**config.mk**
```make
export PLATFORM = sky130hd
export DESIGN_NAME = stack_memory
export DESIGN_NICKNAME = d
export VERILOG_FILES = /design/src/rtl/stack_memory.sv
export SDC_FILE = /design/constraint.sdc
export NUM_CORES = 1
export LEC_CHECK = 0
export CAP_MARGIN = 15
export CORE_MARGIN = 2
export CORE_UTILIZATION = 25
export DETAILED_ROUTE_END_ITERATION = 8
export GPL_ROUTABILITY_DRIVEN = 0
export SYNTH_ARGS = -nofsm -noshare
export SYNTH_HDL_FRONTEND = slang
export SYNTH_SLANG_ARGS = --single-unit
```
**constraint.sdc**
```tcl
create_clock -name clk -period 3.3 [get_ports clk]
set_input_delay 0.495 -clock clk [delete_from_list [all_inputs] [get_ports clk]]
set_output_delay 0.495 -clock clk [all_outputs]
set_load 0.05 [all_outputs]
```
**src/rtl/stack_memory.sv**
```systemverilog
// LIFO operand stack for the stack CPU datapath: combinational top-of-stack read,
// depth tracking, and sticky overflow/underflow flags with a two-state error FSM.
module stack_memory #(
   parameter int WIDTH = 8,
   parameter int DEPTH = 16,
   parameter int AW    = $clog2(DEPTH)
) (
   input  logic             clk,
   input  logic             reset,
   input  logic             clr,
   input  logic             push,
   input  logic             pop,
   input  logic             tos,
   input  logic [WIDTH-1:0] din,
   output logic [WIDTH-1:0] dout,
   output logic             dout_valid,
   output logic [AW:0]      count,
   output logic             empty,
   output logic             full,
   output logic             overflow,
   output logic             underflow,
   output logic             err_state
);

   // Handshake: strobes are single-cycle commands sampled at the rising edge; there is
   // no ready, the stack accepts a command every cycle and rejects illegal ones by flag.

   typedef enum logic {ST_OK = 1'b0, ST_ERR = 1'b1} state_t;

   localparam logic [AW:0] DEPTH_W = (AW+1)'(DEPTH);
   localparam logic [AW:0] ONE_W   = (AW+1)'(1);

   logic [WIDTH-1:0] mem [DEPTH];
   logic [AW:0]      sp, sp_n, sp_m1;
   logic             overflow_n, underflow_n;
   logic             we;
   logic [AW-1:0]    waddr;
   state_t           state, state_n;

   assign sp_m1      = sp - ONE_W;
   assign count      = sp;
   assign empty      = (sp == '0);
   assign full       = (sp == DEPTH_W);
   assign dout       = empty ? '0 : mem[sp_m1[AW-1:0]];
   assign dout_valid = (pop | tos) & ~empty;
   assign err_state  = (state == ST_ERR);

   always_comb begin
      sp_n        = sp;
      overflow_n  = overflow;
      underflow_n = underflow;
      we          = 1'b0;
      waddr       = sp[AW-1:0];
      if (clr) begin
         sp_n        = '0;
         overflow_n  = 1'b0;
         underflow_n = 1'b0;
      end else if (push && pop && !empty) begin
         we    = 1'b1;
         waddr = sp_m1[AW-1:0];
      end else if (push && pop) begin
         // Pop of an empty stack is rejected but the push half still lands in slot 0.
         we          = 1'b1;
         waddr       = '0;
         sp_n        = ONE_W;
         underflow_n = 1'b1;
      end else if (push && !full) begin
         we   = 1'b1;
         sp_n = sp + ONE_W;
      end else if (push) begin
         overflow_n = 1'b1;
      end else if (pop && !empty) begin
         sp_n = sp_m1;
      end else if (pop) begin
         underflow_n = 1'b1;
      end
   end

   always_comb begin
      state_n = state;
      if (clr)
         state_n = ST_OK;
      if (overflow_n || underflow_n)
         state_n = ST_ERR;
   end

   always_ff @(posedge clk or posedge reset) begin
      if (reset) begin
         sp        <= '0;
         overflow  <= 1'b0;
         underflow <= 1'b0;
         state     <= ST_OK;
      end else begin
         sp        <= sp_n;
         overflow  <= overflow_n;
         underflow <= underflow_n;
         state     <= state_n;
      end
   end

   // Storage is deliberately left out of reset; only the pointer defines valid contents.
   always_ff @(posedge clk) begin
      if (we && !reset)
         mem[waddr] <= din;
   end

endmodule
```
==> results.txt <==
----------------------------------------------------
[GRT]
  Global-route wire length before repair ... 19200 µm
  Via count of the first global-routing pass ... 3295
  Global-route congestion overflow total ... 0
  Global-route usage over all layers ... 10.8%
  Number of antenna violations at the first check in global routing ... 0
  Largest net degree at the start of global routing ... 34

[Cells and area]
  Final layout net count ... 394
  Layout overhead on the synthesized area ... 26.5%
  Number of antenna cells inserted ... 0
  Fraction of layout instances using a drive strength above 1 ... roughly a third

[STA]
  Post-layout min period ... 3.15 ns
  Share of the cycle needed by the critical path after routing ... 95.5%
  Total count of max-transition violations in the final report ... 0
  Final hold violation count ... 0
  Final total negative setup slack ... 0 ns
  Post-route clock skew ... 0.0119 ns
  Hold_ws ... between 0.4 and 0.5 ns
  Max-slew headroom ... between 30% and 40%
  RSZ-0062 raised after global routing ... false
  Worst-Margin Slew ... around 0.95 ns
  Top achievable clock speed ... 317 MHz
  Number of setup violations in the final report ... 0

[Yosys]
  Async SR Flop Fraction ... 5.88%
  Register area share after synthesis ... 69.9%
  Mapped Area ... around 5800 µm²
  Synth Register Bits ... 136
  Number of synthesized flops with an enable pin ... between 100 and 150
  Number of standard cells after synthesis ... 320
  YS warnings ... 0
  Mean instance size in the synthesized netlist ... 18.1 µm²
  Post-synth top flop ... sky130_fd_sc_hd__edfxtp_1
  Top-count cell post-synth ... sky130_fd_sc_hd__edfxtp_1
  Syn_nets ... 337
  Fraction of synthesized cell area taken by the top area cell type ... between 60% and 70%
  Top area cells in the synthesized netlist ... sky130_fd_sc_hd__edfxtp_1, sky130_fd_sc_hd__mux4_2, sky130_fd_sc_hd__dfrtp_1, sky130_fd_sc_hd__mux2i_1, sky130_fd_sc_hd__nor2_1
  Synth unique cells ... 51
  Cell accounting for the most synthesized area ... sky130_fd_sc_hd__edfxtp_1
  Synth cell count leaders ... sky130_fd_sc_hd__edfxtp_1, sky130_fd_sc_hd__mux4_2, sky130_fd_sc_hd__nor2_1, sky130_fd_sc_hd__mux2i_1, sky130_fd_sc_hd__inv_1

[Drt]
  DR vias/cell ... 4.76
  First DRT Iteration DRCs ... 248
  Detailed-route DRC error count ... 0
  Final antenna-violating net count ... 0
  Overall via count from detail_route ... 3208
  DR pass1 iterations ... 5
  Detailed Route WL ... 12600 µm
  Routed wire length per instance ... approximately 19 µm

[Worst setup path]
  Required time of the critical path ... 2.80 ns
  Peak fanout along the critical path ... 20
  Type of element capturing the critical path ... output pin
  Data arrival time of the critical path ... 2.66 ns
  Startpoint kind of the worst setup timing path ... register
  Type of the worst setup path ... reg -> out

[Die]
  Horizontal die dimension ... around 160 µm
  Die Ht ... 156 µm
  Die area ... about 24000 µm²
  Initial Utilization ... 25.5%
  Number of standard-cell rows in the floorplan ... 55
  I/O pin total ... 33
  Core area ... 22700 µm²

[Clocking]
  Maximum root-to-sink buffer count ... 2
  Sinks on Clock Net ... about 140
  Buffers inserted by post-CTS timing repair ... 0
  Total CTS buffers ... 17
  Clock tree from TritonCTS ... yes
  Root cell of the clock tree ... sky130_fd_sc_hd__clkbuf_16
  H-tree level count ... 4
  Clock edge transition at the registers on the reported setup and hold paths ... around 0.060 ns
  Clk Latency, worst-skew pair ... roughly 0.41 ns

[Worst hold path]
  HP Class ... in -> async

[Pwr]
  Largest vdd supply drop ... 531 µV
  Cell Pwr Density ... roughly 800 nW/µm²
  Leakage power total ... 2.37 nW

[Placed design]
  Placed wire-length estimate after detailed placement ... 8680 µm
  Port Buf Inserts ... 32

[Job]
  Max-Cap Viols ... 0

[Run status]
  Outcome ... finished, final reports clean

----------------------------------------------------
-- cell families after synthesis --
group / after synthesis / synth area share, %
flip-flops: 136 / 69.9
AND/OR/NAND/NOR: 63 / 5.88
multiplexers: 50 / 15.6
AO/OA/AOI/OAI: 39 / 5.34
buffers and inverters: 28 / 2.51
adder cells (fa/ha/maj): 3 / 0.649
XOR/XNOR: 1 / 0.151
-- cells in the final DEF, fill, tap and decap left out, types with 2 or more instances in the layout --
master	count
sky130_fd_sc_hd__nand3b_1	2
sky130_fd_sc_hd__mux4_2	32
sky130_fd_sc_hd__o211ai_1	3
sky130_fd_sc_hd__clkbuf_16	17
sky130_fd_sc_hd__clkinv_2	3
sky130_fd_sc_hd__a311oi_1	2
sky130_fd_sc_hd__nor4_1	2
sky130_fd_sc_hd__nand4_1	2
sky130_fd_sc_hd__a31oi_1	2
sky130_fd_sc_hd__ha_1	3
sky130_fd_sc_hd__buf_4	24
sky130_fd_sc_hd__buf_12	10
sky130_fd_sc_hd__mux2i_1	18
sky130_fd_sc_hd__nor2_1	10
sky130_fd_sc_hd__nor2_4	4
sky130_fd_sc_hd__dfrtp_1	7
sky130_fd_sc_hd__clkbuf_1	3
sky130_fd_sc_hd__nand2_1	7
sky130_fd_sc_hd__or3_1	2
sky130_fd_sc_hd__nor2_2	12
sky130_fd_sc_hd__a22o_1	2
sky130_fd_sc_hd__a2111oi_0	2
sky130_fd_sc_hd__bufinv_16	2
sky130_fd_sc_hd__o22ai_2	8
sky130_fd_sc_hd__inv_1	10
sky130_fd_sc_hd__o32a_1	3
sky130_fd_sc_hd__clkdlybuf4s50_1	21
sky130_fd_sc_hd__or4_1	2
sky130_fd_sc_hd__o21ai_0	2
sky130_fd_sc_hd__a21oi_1	4
sky130_fd_sc_hd__clkinvlp_4	3
sky130_fd_sc_hd__nor3_1	5
sky130_fd_sc_hd__inv_6	2
sky130_fd_sc_hd__edfxtp_1	128
sky130_fd_sc_hd__and2_1	3
sky130_fd_sc_hd__nor2b_1	2
-- flip-flops by register name, summed over array words and instances (netlist names) --
| signal | flops |
|---|---|
| overflow | 1 |
| err_state | 1 |
| mem | 128 |
| count | 5 |
| underflow | 1 |
-- critical path, cell delays in order, from the launching register on --
cell                      delay [ns]
sky130_fd_sc_hd__dfrtp_1        0.58
sky130_fd_sc_hd__or4_1          0.65
sky130_fd_sc_hd__nand2_2        0.11
sky130_fd_sc_hd__buf_4          0.21
sky130_fd_sc_hd__mux2i_1        0.34
sky130_fd_sc_hd__o22ai_2        0.17
sky130_fd_sc_hd__buf_12         0.18
-- through the flow --
step | total power, mW | util [%] | area, µm² | setup slack [ns] | std cells
6_report | 5.83 | 32.2 | 7320 | 0.147 | 674
2_1_floorplan | 3.32 | - | 5900 | 0.00991 | 320
5_1_grt | 6.07 | 32.2 | 7320 | 0.00738 | 674
3_5_place_dp | 4.09 | 29.7 | 6750 | 0.148 | 643
4_1_cts | 5.88 | 32.2 | 7310 | 0.0974 | 674
3_3_place_gp | 4.10 | 29.7 | 6750 | 0.195 | 643
-- per-layer routing --
metal	vias up	GRT usage (%)	routed length (µm)
li1	1428	-	-
met2	126	17.2	6040
met5	-	0	0
met1	1645	14.4	5760
met4	0	2.36	84
met3	9	3.78	721
-- power breakdown --
group	internal (mW)	switching (mW)
clock	1.11	0.672
combinational	0.891	1.19
sequential	1.93	0.0404
-- what timing repair did --
item                       4_1_cts  5_1_grt
setup endpoints to repair        0        4
hold buffers                     0        0
resized for setup                0        1
-- final cells by class --
cell class | instances | area [µm²]
clock buffers | 20 | 437
repair buffers | 55 | 591
multi-input cells | 156 | 1710
fillers | 2171 | 15400
well taps | 285 | 357
inverters | 11 | 53.8
flip-flops and latches | 136 | 4050
clock inverters | 11 | 124
-- final timing paths --
path,depth (start not counted),slack (ns),endpoint,startpoint
setup reg to reg,5,0.32,mem[5][5],count[2]
max in group asynchronous,2,2.64,count[0],reset
hold / removal,2,0.41,count[3],reset
hold reg to reg,2,0.53,overflow,overflow
min in group clk,2,0.53,overflow,overflow
setup / recovery,6,0.15,dout[7],count[2]
(Power assumes the default switching activity.)
